File: config.mk
export PLATFORM = sky130hd
export DESIGN_NAME = pattern_writer_flat
export DESIGN_NICKNAME = d
export VERILOG_FILES = /design/src/rtl/pattern_writer_if.sv /design/src/rtl/pattern_writer.sv /design/src/flat_wrapper.sv
export SDC_FILE = /design/constraint.sdc
export NUM_CORES = 1
export LEC_CHECK = 0
export BUFFER_PORTS_ARGS = -buffer_cell sky130_fd_sc_hd__buf_4
export CAP_MARGIN = 5
export CORE_MARGIN = 2
export CORE_UTILIZATION = 46
export DETAILED_ROUTE_END_ITERATION = 7
export PLACE_DENSITY = 0.74
export SYNTH_ARGS = -nofsm -noshare
export SYNTH_HDL_FRONTEND = slang
export SYNTH_SLANG_ARGS = --single-unit
File: constraint.sdc
create_clock -name i_clk -period 2.2 [get_ports i_clk]
set_input_delay 0.22 -clock i_clk [delete_from_list [all_inputs] [get_ports i_clk]]
set_output_delay 0.22 -clock i_clk [all_outputs]
set_load 0.05 [all_outputs]
File: src/rtl/pattern_writer_if.sv
// Bundle between a note source and the pattern writer: note handshake, control,
// pattern-RAM write port and status.
interface pattern_writer_if #(
  parameter int ADDR_WIDTH = 8
);
  // Handshake: a note transfers on any rising edge where i_note_valid and
  // o_note_ready are both high; o_note_ready never depends on i_note_valid.
  logic                  i_note_valid;
  logic                  o_note_ready;
  logic [5:0]            i_pitch;
  logic [4:0]            i_duration;
  logic [3:0]            i_instrument;
  logic                  i_finish;
  logic                  i_clear;
  logic                  o_ram_we;
  logic [ADDR_WIDTH-1:0] o_ram_addr;
  logic [15:0]           o_ram_data;
  logic [ADDR_WIDTH:0]   o_count;
  logic                  o_full;
  logic                  o_done;
  logic [1:0]            dbg_state;

  modport master (
    output i_note_valid, i_pitch, i_duration, i_instrument, i_finish, i_clear,
    input  o_note_ready, o_ram_we, o_ram_addr, o_ram_data, o_count, o_full,
           o_done, dbg_state
  );

  modport slave (
    input  i_note_valid, i_pitch, i_duration, i_instrument, i_finish, i_clear,
    output o_note_ready, o_ram_we, o_ram_addr, o_ram_data, o_count, o_full,
           o_done, dbg_state
  );
endinterface

File: src/rtl/pattern_writer.sv
// Packs accepted notes into 16-bit pattern words and writes them sequentially,
// closing the pattern with an end-marker word on request.
module pattern_writer #(
  parameter int DEPTH      = 256,
  parameter int ADDR_WIDTH = 8
) (
  input logic           i_clk,
  input logic           i_rst_n,
  pattern_writer_if.slave pw
);
  typedef enum logic [1:0] {
    IDLE     = 2'd0,
    END_PEND = 2'd1,
    DONE     = 2'd2
  } state_t;

  localparam logic [15:0]         END_MARKER = 16'h8000;
  // The last address stays free so the end marker always has a slot.
  localparam logic [ADDR_WIDTH:0] FULL_COUNT = (ADDR_WIDTH + 1)'(DEPTH - 1);

  state_t                state;
  logic [ADDR_WIDTH-1:0] ptr;
  logic [ADDR_WIDTH:0]   count;
  logic                  ram_we;
  logic [ADDR_WIDTH-1:0] ram_addr;
  logic [15:0]           ram_data;
  logic                  full;
  logic                  ready;
  logic                  accept;

  assign full   = (count == FULL_COUNT);
  assign ready  = (state == IDLE) && !full && !pw.i_clear;
  assign accept = pw.i_note_valid && ready;

  always_ff @(posedge i_clk or negedge i_rst_n) begin
    if (!i_rst_n) begin
      state    <= IDLE;
      ptr      <= '0;
      count    <= '0;
      ram_we   <= 1'b0;
      ram_addr <= '0;
      ram_data <= '0;
    end else if (pw.i_clear) begin
      state    <= IDLE;
      ptr      <= '0;
      count    <= '0;
      ram_we   <= 1'b0;
      ram_addr <= '0;
      ram_data <= '0;
    end else begin
      ram_we <= 1'b0;
      case (state)
        IDLE: begin
          if (accept) begin
            ram_we   <= 1'b1;
            ram_addr <= ptr;
            ram_data <= {1'b0, pw.i_pitch, pw.i_duration, pw.i_instrument};
            ptr      <= ptr + 1'b1;
            count    <= count + 1'b1;
            if (pw.i_finish) state <= END_PEND;
          end else if (pw.i_finish) begin
            ram_we   <= 1'b1;
            ram_addr <= ptr;
            ram_data <= END_MARKER;
            state    <= DONE;
          end
        end
        END_PEND: begin
          // ptr already points one past the note written last cycle.
          ram_we   <= 1'b1;
          ram_addr <= ptr;
          ram_data <= END_MARKER;
          state    <= DONE;
        end
        DONE: begin
          state <= DONE;
        end
        default: begin
          state <= IDLE;
        end
      endcase
    end
  end

  assign pw.o_note_ready = ready;
  assign pw.o_ram_we     = ram_we;
  assign pw.o_ram_addr   = ram_addr;
  assign pw.o_ram_data   = ram_data;
  assign pw.o_count      = count;
  assign pw.o_full       = full;
  assign pw.o_done       = (state == DONE);
  assign pw.dbg_state    = state;
endmodule

File: src/flat_wrapper.sv
// flat-port wrapper written by rule: the top's interface ports become plain ports
module pattern_writer_flat 
#(
  parameter int DEPTH      = 256,
  parameter int ADDR_WIDTH = 8
)
  (i_clk, i_rst_n, pw_i_note_valid, pw_i_pitch, pw_i_duration, pw_i_instrument, pw_i_finish, pw_i_clear, pw_o_note_ready, pw_o_ram_we, pw_o_ram_addr, pw_o_ram_data, pw_o_count, pw_o_full, pw_o_done, pw_dbg_state);
  pattern_writer_if #(.ADDR_WIDTH(ADDR_WIDTH)) pw_i ();
  input logic i_clk;
  input logic i_rst_n;
  input wire logic [$bits(pw_i.i_note_valid)-1:0] pw_i_note_valid;
  input wire logic [$bits(pw_i.i_pitch)-1:0] pw_i_pitch;
  input wire logic [$bits(pw_i.i_duration)-1:0] pw_i_duration;
  input wire logic [$bits(pw_i.i_instrument)-1:0] pw_i_instrument;
  input wire logic [$bits(pw_i.i_finish)-1:0] pw_i_finish;
  input wire logic [$bits(pw_i.i_clear)-1:0] pw_i_clear;
  output wire logic [$bits(pw_i.o_note_ready)-1:0] pw_o_note_ready;
  output wire logic [$bits(pw_i.o_ram_we)-1:0] pw_o_ram_we;
  output wire logic [$bits(pw_i.o_ram_addr)-1:0] pw_o_ram_addr;
  output wire logic [$bits(pw_i.o_ram_data)-1:0] pw_o_ram_data;
  output wire logic [$bits(pw_i.o_count)-1:0] pw_o_count;
  output wire logic [$bits(pw_i.o_full)-1:0] pw_o_full;
  output wire logic [$bits(pw_i.o_done)-1:0] pw_o_done;
  output wire logic [$bits(pw_i.dbg_state)-1:0] pw_dbg_state;
  assign pw_i.i_note_valid = pw_i_note_valid;
  assign pw_i.i_pitch = pw_i_pitch;
  assign pw_i.i_duration = pw_i_duration;
  assign pw_i.i_instrument = pw_i_instrument;
  assign pw_i.i_finish = pw_i_finish;
  assign pw_i.i_clear = pw_i_clear;
  assign pw_o_note_ready = pw_i.o_note_ready;
  assign pw_o_ram_we = pw_i.o_ram_we;
  assign pw_o_ram_addr = pw_i.o_ram_addr;
  assign pw_o_ram_data = pw_i.o_ram_data;
  assign pw_o_count = pw_i.o_count;
  assign pw_o_full = pw_i.o_full;
  assign pw_o_done = pw_i.o_done;
  assign pw_dbg_state = pw_i.dbg_state;
  pattern_writer #(.DEPTH(DEPTH), .ADDR_WIDTH(ADDR_WIDTH)) u_core (.i_clk(i_clk), .i_rst_n(i_rst_n), .pw(pw_i));
endmodule
==> results of run 1 <==
[stage by stage]
step	setup WS (ns)	hold slack (ns)	util [%]	cell area (um^2)	power, mW
finish	0.148	0.136	63.1	2730	2.26
global route	0.0457	0.122	63.1	2730	2.37
CTS	0.0903	0.131	63.0	2730	2.28
detailed placement	0.114	0.250	60.2	2610	1.67
global placement	0.207	0.246	60.2	2610	1.65
floorplan	-0.0918	-0.0756	-	2130	1.44
[critical path, cell delays in order (launching register included)]
cell and delay, ns:
dfrtp_2 0.46, ha_4 0.18, nand3_4 0.09, nor3_2 0.06
ha_4 0.19, nand3b_2 0.30, or4_1 0.55, a21oi_1 0.15
[power groups by stage]
stage          registers (mW)  logic (mW)  clock network [mW]
2_1_floorplan            1.13       0.312                   0
3_3_place_gp            0.937       0.717                   0
3_5_place_dp            0.940       0.727                   0
4_1_cts                 0.925       0.730               0.628
5_1_grt                 0.934       0.770               0.665
6_report                0.925       0.722               0.614
[cell type report]
type / instances / area [um^2] / share of cell area (%)
sequential: 44 / 1110 / 40.6
multi-input combinational: 123 / 927 / 34.0
timing repair buffer: 63 / 488 / 17.9
clock buffer: 5 / 68.8 / 2.52
tap: 52 / 65.1 / 2.38
clock inverter: 3 / 42.5 / 1.56
inverter: 8 / 30.0 / 1.10
[worst min-delay path by stage]
stage               slack [ns]                       to              from  cells past startpoint
finish                    0.14  u_core.pw.o_ram_data[7]  pw_i_duration[3]                      2
global route              0.12  u_core.pw.o_ram_data[7]  pw_i_duration[3]                      2
CTS                       0.13  u_core.pw.o_ram_data[7]  pw_i_duration[3]                      2
detailed placement        0.25  u_core.pw.o_ram_data[1]           i_rst_n                      1
global placement          0.25  u_core.pw.o_ram_data[1]           i_rst_n                      1
floorplan                -0.08            u_core.ptr[0]           i_rst_n                      0
[synthesized netlist by cell type (all sizes together) (2+ instances only)]
cell type  instances  share of area, %
nor2b              2              0.61
ha                 7               4.3
or4                3               1.1
inv                7               1.3
clkbuf             5              0.91
nand4              3              0.91
dfrtp             44                54
xnor2              2              0.85
nand2             25               4.6
nand3              4              0.97
a32o              15               7.3
mux2i             10               4.9
o21ai              6               1.5
nand4b             2              0.85
nor2               5              0.91
o41ai              2              0.85
o311ai             2              0.85
a21oi             12               2.9
o31ai              3               1.1
xor2               2              0.85
or3                6               1.8
buf                7               1.8
[sequential cells by signal, indices dropped and copies added (netlist names)]
| register | count |
|---|---|
| u_core.ptr | 8 |
| u_core.pw.dbg_state | 2 |
| u_core.pw.o_count | 9 |
| u_core.pw.o_ram_addr | 8 |
| u_core.pw.o_ram_data | 16 |
| u_core.pw.o_ram_we | 1 |
[layer usage]
metal  global-route usage (%)  routed length, um  vias up
met5                        0                  0        -
met4                     4.40                 48        0
met3                     5.41                328        5
met2                     29.4               2080       64
met1                     27.0               2010      829
li1                         -                  -      804
[what timing repair did]
action | in CTS | in global routing
resized for setup | 0 | 3
endpoints found under the setup margin | 0 | 17
endpoints found under the hold margin | 44 | 0
hold buffers | 1 | 0
[cells by family (layout without fill, tap and decap cells)]
kind of cell | Yosys count | count (layout)
mux | 10 | 10
fa+ha+maj | 7 | 7
simple gates | 58 | 58
buf+inv | 20 | 79
xor+xnor | 4 | 4
compound gates | 44 | 44
flops | 44 | 44
==> metrics.md, run 1 <==
| Metric | Value |
|---|---|
| Max Fclk | `487 MHz` |
| RSZ-0062 raised after global routing | `false` |
| Pins Over Slew Limit | `0` |
| Starting utilization of the core area | `47.5%` |
| Final GP Congestion | `0.776` |
| R2R Setup Slk | `0.15 ns` |
| Post-Syn Area | `0.00206 mm^2` |
| TNS Setup | `0 ns` |
| Die area | `0.00502 mm^2` |
| Sequential fraction of the synthesis area | `53.6%` |
| Worst-Skew Late Latency | `a little under 0.3 ns` |
| Worst-Margin Slew | `0.554 ns` |
| VDD IR max | `between 0.4 and 0.5 mV` |
| Critical path endpoint | `u_core.ptr[5]` |
| Pwr/cell area | `between 800 and 900 mW/mm^2` |
| Die H | `70.9 um` |
| Core area | `~0.0043 mm^2` |
| Slew headroom | `63.0%` |
| Synth Area in Simple Gates | `15.1%` |
| CTS Buffer Depth | `2` |
| Fin cells | `298` |
| Flops & latches, synth | `44` |
| CTS tree | `built` |
| Critical path class | `reg2reg` |
| Via count | `1702` |
| Critical Path Start | `u_core.pw.o_count[0]` |
| Sw Pwr | `about 0.79 mW` |
| Final min period | `~2.1 ns` |
| Via density | `5.71` |
| Number of synthesized flops with an enable pin | `0` |
| Worst min-delay path class | `in2reg` |
| Crit Path Max Fanout | `10` |
| Max Cap Viol | `0` |
| Yosys warning total | `0` |
| Synth async-reset ratio | `100%` |
| Nets | `between 200 and 300` |
| Commonest non-fill, non-tap cell in the layout | `buf_4` |
| Overflow after GRT | `0` |
| Clock network power share | `27.2%` |
| Mux share of post-synthesis cell area | `under 10%` |
| Rows | `24` |
| Antenna Nets Post-Route | `0` |
| Post-Synth XOR/XNOR Area | `1.70%` |
| CP startpoint kind | `flip-flop` |
| Post-Synth Adder-Cell Area | `4.26%` |
| Remaining DRCs | `0` |
| Switching share of power | `35.1%` |
| Most used DFF post-synth | `dfrtp_1` |
| Most frequent cells in the layout | `buf_4 (61), dfrtp_1 (39), nand2_1 (25), a32o_1 (15), a21oi_1 (12)` |
| First-pass GRT wire length | `7.69 mm` |
| Internal | `1.47 mW` |
| Final setup viols | `0` |
| Compound-cell area share of the yosys netlist | `16.3%` |
| Static Leak | `1.25 nW` |
| Dpl hpwl | `about 3.2 mm` |
| Data required, critical path | `2.43 ns` |
| Number of H-tree levels | `2` |
| Post-Syn Area per Cell | `11.0 um^2` |
| Reg2reg path depth | `7` |
| Fin. Hold Viols | `0` |
| Placed Instances | `289` |
| Antenna diode count | `0` |
| Area growth from synthesis to layout | `32.7%` |
| I/O Buffers | `58` |
| Reg2reg start | `u_core.pw.o_count[0]` |
| Crit. End Element | `flip-flop` |
| Number of buffers created by CTS | `5` |
| Root buf cell | `clkbuf_8` |
| Number of global-route vias before repair | `1630` |
| Reg power frac | `40.9%` |
| Chip Width | `a little over 70 um` |
| Status | `completed` |
| Final worst path period share | `between 90% and 100%` |
| Largest net degree at the start of global routing | `45` |
| Synth unique cells | `36` |
| # clock sinks | `44` |
| Fillers | `363` |
| Reg clk slew, reported paths | `0.09 ns` |
| Main combinational cell family by area after synthesis | `compound AO/OA/AOI/OAI gates` |
| I/O pin count | `59` |
| Cells after Synth | `between 150 and 200` |
| Setup Skew | `0.00775 ns` |
| Arrival time at the worst endpoint | `between 2 and 2.5 ns` |
| Comb power frac | `31.9%` |
| Share of layout cells above drive strength 1 | `34.1%` |
| Tot GR Track Use | `19.0%` |
| Avg WL per Cell | `15.0 um` |
| Post-Syn Nets | `214` |
| First-pass iteration count of the detailed router | `4` |
| 1st-iter DRT viols | `between 90 and 100` |
| Worst r2r dst | `u_core.ptr[5]` |
| Final WL | `4.47 mm` |
| Post-CTS setup repair buffer count | `0` |
| Antenna violations before repair | `0` |
No activity file was read; power rests on OpenSTA's default activity.
==> inputs of run 2 (changes only) <==
--- a/config.mk
+++ b/config.mk
@@ -8,9 +8,9 @@
 export BUFFER_PORTS_ARGS = -buffer_cell sky130_fd_sc_hd__buf_4
 export CAP_MARGIN = 5
 export CORE_MARGIN = 2
-export CORE_UTILIZATION = 46
+export CORE_UTILIZATION = 55
 export DETAILED_ROUTE_END_ITERATION = 7
-export PLACE_DENSITY = 0.74
+export PLACE_DENSITY = 0.83
 export SYNTH_ARGS = -nofsm -noshare
 export SYNTH_HDL_FRONTEND = slang
 export SYNTH_SLANG_ARGS = --single-unit
==> constraint.sdc (replaced) <==
create_clock -name i_clk -period 2.4 [get_ports i_clk]
set_input_delay 0.24 -clock i_clk [delete_from_list [all_inputs] [get_ports i_clk]]
set_output_delay 0.24 -clock i_clk [all_outputs]
set_load 0.05 [all_outputs]
==> metrics.md, run 2 (same netlist as run 1, synthesis figures left out) <==
| Metric | Value |
|---|---|
| Starting utilization of the core area | `56.6%` |
| 1st-iter DRT viols | `75` |
| Worst Hold Path EP | `u_core.pw.o_ram_data[1]` |
| Avg WL per Cell | `around 15 um` |
| Final min period | `roughly 2.3 ns` |
| Root buf cell | `clkbuf_8` |
| Worst path cell trace | `ha_2, nand3_2, nor3_2, ha_4, nand4bb_1, buf_4, o311ai_0, o41ai_1` |
| Final GP Congestion | `0.766` |
| # clock sinks | `44` |
| Largest net degree at the start of global routing | `45` |
| Reg2reg start | `u_core.pw.o_count[0]` |
| Placed Instances | `approximately 280` |
| Commonest non-fill, non-tap cell in the layout | `buf_4` |
| CP startpoint kind | `flip-flop` |
| Crit Path Max Fanout | `8` |
| Slew headroom | `between 60% and 70%` |
| CP max stage cell | `dfrtp_2` |
| Worst-Skew Late Latency | `0.30 ns` |
| Post-CTS setup repair buffer count | `0` |
| Number of buffers created by CTS | `5` |
| Nets | `271` |
| Arrival time at the worst endpoint | `between 2 and 2.5 ns` |
| Tot GR Track Use | `23.6%` |
| Most frequent cells in the layout | `buf_4 (61), dfrtp_1 (41), nand2_1 (25), a32o_1 (15), a21oi_1 (12)` |
| Number of H-tree levels | `2` |
| RSZ-0062 raised after global routing | `false` |
| Overflow after GRT | `0` |
| TNS Setup | `0 ns` |
| Fin cells | `293` |
| Worst min-delay path class | `in2reg` |
| I/O pin count | `between 50 and 60` |
| Max Fclk | `roughly 440 MHz` |
| Pwr Total | `1.96 mW` |
| Number of cells on the worst hold path | `2` |
| Final WL | `4.40 mm` |
| Static Leak | `roughly 1.2 nW` |
| Die H | `65.1 um` |
| Status | `completed` |
| Number of global-route vias before repair | `1629` |
| CTS tree | `built` |
| Post_cts resized | `0` |
| Worst-Margin Slew | `0.544 ns` |
| Dpl hpwl | `3.05 mm` |
| Reg clk slew, reported paths | `0.08 ns` |
| Worst r2r dst | `u_core.pw.o_count[7]` |
| Area growth from synthesis to layout | `29.2%` |
| Antenna violations before repair | `0` |
| Critical path class | `reg2reg` |
| I/O Buffers | `58` |
| Final worst path period share | `93.9%` |
| Die area | `0.00424 mm^2` |
| Antenna Nets Post-Route | `0` |
| First-pass iteration count of the detailed router | `4` |
| Core area | `0.00363 mm^2` |
| Fin. Hold Viols | `0` |
| Pins Over Slew Limit | `0` |
| Chip Width | `65.1 um` |
| Final hold slack | `around 0.15 ns` |
| Crit. End Element | `flip-flop` |
| Largest register FFs | `16` |
| Largest stage delay on the critical path | `about 0.44 ns` |
| R2R Setup Slk | `0.15 ns` |
| Reg2reg path depth | `8` |
| Pwr/cell area | `737 mW/mm^2` |
| Via count | `~1700` |
| Final Util | `73.1%` |
| Antenna diode count | `0` |
| Rows | `22` |
| Remaining DRCs | `0` |
| Max Cap Viol | `0` |
| CTS Buffer Depth | `2` |
| VDD IR max | `0.428 mV` |
| Setup Skew | `0.00790 ns` |
| Via density | `slightly below 6` |
| First-pass GRT wire length | `about 7.6 mm` |
| Data required, critical path | `roughly 2.6 ns` |
| Share of layout cells above drive strength 1 | `32.2%` |
| Final setup viols | `0` |
| Worst min-delay path startpoint | `pw_i_instrument[1]` |
[run 2: through the flow]
step / area (um^2) / setup slack, ns
finish: 2660 / 0.146
global placement: 2550 / 0.354
CTS: 2660 / 0.126
global route: 2660 / 0.0177
detailed placement: 2550 / 0.163
floorplan: 2090 / 0.0292
[run 2: final cells by class]
class                   instances  area (um^2)
clock buffers                   6         82.6
clock inverters                 2         10.0
fillers                       301          978
inverters                       8         30.0
multi-input cells             123          900
flip-flops and latches         44         1100
well taps                      48         60.1
repair buffers                 62          468
[run 2: timing repair]
| item | 4_1_cts | 5_1_grt |
|---|---|---|
| endpoints found under the hold margin | 44 | 0 |
| hold buffers | 1 | 0 |
| setup endpoints to repair | 0 | 0 |
[run 2: worst max-delay path: cells and delay by family, from the launching register on]
family / cells / cell delay, ns
buffers and inverters: 1 / 0.24
AOI/OAI and AO/OA: 2 / 0.54
adders and majority gates: 2 / 0.39
and+or+nand+nor: 3 / 0.51
DFF: 1 / 0.44
[run 2: worst max path at each step]
stage / from / to / slack [ns] / cells past startpoint
finish: u_core.pw.o_count[0] / u_core.pw.o_count[7] / 0.15 / 8
floorplan: u_core.pw.o_count[0] / u_core.pw.o_ram_data[10] / 0.03 / 9
global route: u_core.pw.o_count[0] / u_core.pw.o_count[7] / 0.02 / 8
global placement: u_core.pw.o_count[0] / u_core.pw.o_count[5] / 0.35 / 8
CTS: u_core.pw.o_count[0] / u_core.pw.o_count[7] / 0.13 / 8
detailed placement: u_core.pw.o_count[0] / u_core.pw.o_count[7] / 0.16 / 8
[run 2: where the power goes]
part	switching, mW	leakage, nW	total (mW)	internal, mW
clock	0.255	0.0510	0.484	0.230
combinational	0.414	0.596	0.626	0.212
sequential	0.0472	0.597	0.846	0.799
total	0.716	1.24	1.96	1.24
[run 2: per-layer routing]
metal  GRT usage (%)  wire length, um
met1            30.8             1960
met2            38.0             2020
met3            6.68              353
met4            8.33               59
met5               0                0
==> inputs of run 3 (changes only) <==
--- a/config.mk
+++ b/config.mk
@@ -5,12 +5,13 @@
 export SDC_FILE = /design/constraint.sdc
 export NUM_CORES = 1
 export LEC_CHECK = 0
-export BUFFER_PORTS_ARGS = -buffer_cell sky130_fd_sc_hd__buf_4
 export CAP_MARGIN = 5
 export CORE_MARGIN = 2
-export CORE_UTILIZATION = 55
+export CORE_UTILIZATION = 65
+export CTS_CLUSTER_DIAMETER = 50
 export DETAILED_ROUTE_END_ITERATION = 7
-export PLACE_DENSITY = 0.83
+export DONT_BUFFER_PORTS = 1
+export PLACE_DENSITY = 0.8
 export SYNTH_ARGS = -nofsm -noshare
 export SYNTH_HDL_FRONTEND = slang
 export SYNTH_SLANG_ARGS = --single-unit
==> metrics.md, run 3 (same netlist as run 1, synthesis figures left out) <==
| Metric | Value |
|---|---|
| Pins Over Slew Limit | `0` |
| Root buf cell | `clkbuf_4` |
| Antenna diode count | `0` |
| M1 GR Usage | `33.6%` |
| Chip Width | `60.2 um` |
| Max Cap Viol | `0` |
| Antenna violations before repair | `0` |
| Number of global-route vias before repair | `between 1500 and 2000` |
| Nets | `241` |
| Slew headroom | `54.6%` |
| Fillers | `184` |
| Crit Path Max Fanout | `6` |
| Reg clk slew, reported paths | `0.13 ns` |
| Max Fclk | `around 440 MHz` |
| Antenna Nets Post-Route | `0` |
| I/O pin count | `59` |
| Share of layout cells above drive strength 1 | `16.3%` |
| Final hold slack | `0.00808 ns` |
| # clock sinks | `44` |
| Avg WL per Cell | `19.0 um` |
| Met3 Usage GRT | `9.52%` |
| Crit. End Element | `output pin` |
| Final Util | `between 80% and 90%` |
| 1st-iter DRT viols | `between 100 and 150` |
| Data required, critical path | `around 2.2 ns` |
| Starting utilization of the core area | `67.9%` |
| Largest net degree at the start of global routing | `45` |
| Worst-Margin Slew | `0.679 ns` |
| Worst min-delay path class | `in2reg` |
| Number of buffers created by CTS | `5` |
| Tot GR Track Use | `29.8%` |
| Arrival time at the worst endpoint | `2.02 ns` |
| Final WL | `4.93 mm` |
| I/O Buffers | `0` |
| TNS Setup | `0 ns` |
| Die H | `60.2 um` |
| Die area | `0.00363 mm^2` |
| Largest register FFs | `16` |
| Overflow after GRT | `0` |
| Via count | `1647` |
| Setup Skew | `between 0.01 and 0.015 ns` |
| Commonest non-fill, non-tap cell in the layout | `dfrtp_1` |
| First-pass GRT wire length | `7.78 mm` |
| CTS Hold Bufs | `16` |
| Post-CTS setup repair buffer count | `0` |
| Critical path class | `reg2out` |
| Met2 Use GR | `approximately half` |
| Number of H-tree levels | `2` |
| Via density | `6.36` |
| RSZ-0062 raised after global routing | `false` |
| Pwr/cell area | `779 mW/mm^2` |
| Final GP Congestion | `0.774` |
| CP startpoint kind | `flip-flop` |
| Cell Area, Placed | `around 0.0022 mm^2` |
| Dpl hpwl | `3.06 mm` |
| Core area | `0.00303 mm^2` |
| Static Leak | `about 1.1 nW` |
| Post_cts resized | `0` |
| Fin. Hold Viols | `0` |
| Remaining DRCs | `0` |
| Design area | `around 0.0025 mm^2` |
| VDD IR max | `0.569 mV` |
| Final worst path period share | `between 90% and 100%` |
| CTS Buffer Depth | `2` |
| Most Crowded Layer GR | `met2` |
| Final setup viols | `0` |
| Final min period | `2.26 ns` |
| CTS tree | `built` |
| Area growth from synthesis to layout | `20.1%` |
| Pwr Total | `1.92 mW` |
| Most frequent cells in the layout | `dfrtp_1 (41), nand2_1 (25), buf_4 (16), a32o_1 (15), dlygate4sd3_1 (15)` |
| FF/Latch Area | `roughly 0.0011 mm^2` |
| First-pass iteration count of the detailed router | `4` |
| Multi-input logic area | `900 um^2` |
| Rows | `20` |
| Status | `completed` |
| Worst-Skew Late Latency | `0.37 ns` |
## run 3: cell count changes in the layout (fill, tap and decap cells not counted), sizes merged
cell,delta
bufinv,+1
clkinv,-1
dlygate4sd3,+14
buf,-44
## run 3: per-stage QoR
step / worst slack [ns] / instances
3_3_place_gp: 0.382 / 235
6_report: 0.143 / 259
5_1_grt: 0.0721 / 259
2_1_floorplan: 0.0292 / 187
3_5_place_dp: 0.261 / 235
4_1_cts: 0.123 / 259
## run 3: critical path, cell delays in order (launching register included)
cell	delay, ns
dfrtp_2	0.39
ha_2	0.19
nand3_2	0.13
nor3_2	0.26
ha_4	0.19
buf_4	0.22
nor3b_4	0.07
buf_4	0.19
## run 3: metal layers
layer | routed length, um | vias up
met1 | 1790 | 799
met4 | 186 | 0
met3 | 415 | 18
met5 | 0 | -
li1 | - | 746
met2 | 2540 | 84
## run 3: layout make-up
cell class / count / area share (%)
clock buffer: 6 / 2.08
clock inverter: 2 / 1.57
inverter: 8 / 1.22
multi-input combinational: 123 / 36.4
sequential: 44 / 44.7
tap: 44 / 2.23
timing repair buffer: 32 / 11.8
## run 3: worst paths after layout
kind	startpoint	to	slack, ns	cells past startpoint
setup / recovery	u_core.pw.o_count[1]	pw_o_note_ready	0.14	7
hold / removal	pw_i_duration[3]	u_core.pw.o_ram_data[7]	0.008	1
setup reg to reg	u_core.pw.o_count[1]	u_core.pw.o_ram_data[4]	0.21	8
hold reg to reg	u_core.ptr[7]	u_core.ptr[7]	0.58	2
max in group asynchronous	i_rst_n	u_core.pw.o_count[1]	1.87	2
min in group asynchronous	i_rst_n	u_core.pw.o_ram_addr[3]	0.31	2
## run 3: report_power, final
group	total [mW]	internal (mW)	switching (mW)
Sequential	0.970	0.797	0.174
Combinational	0.453	0.165	0.288
Clock	0.501	0.250	0.251
Total	1.92	1.21	0.713
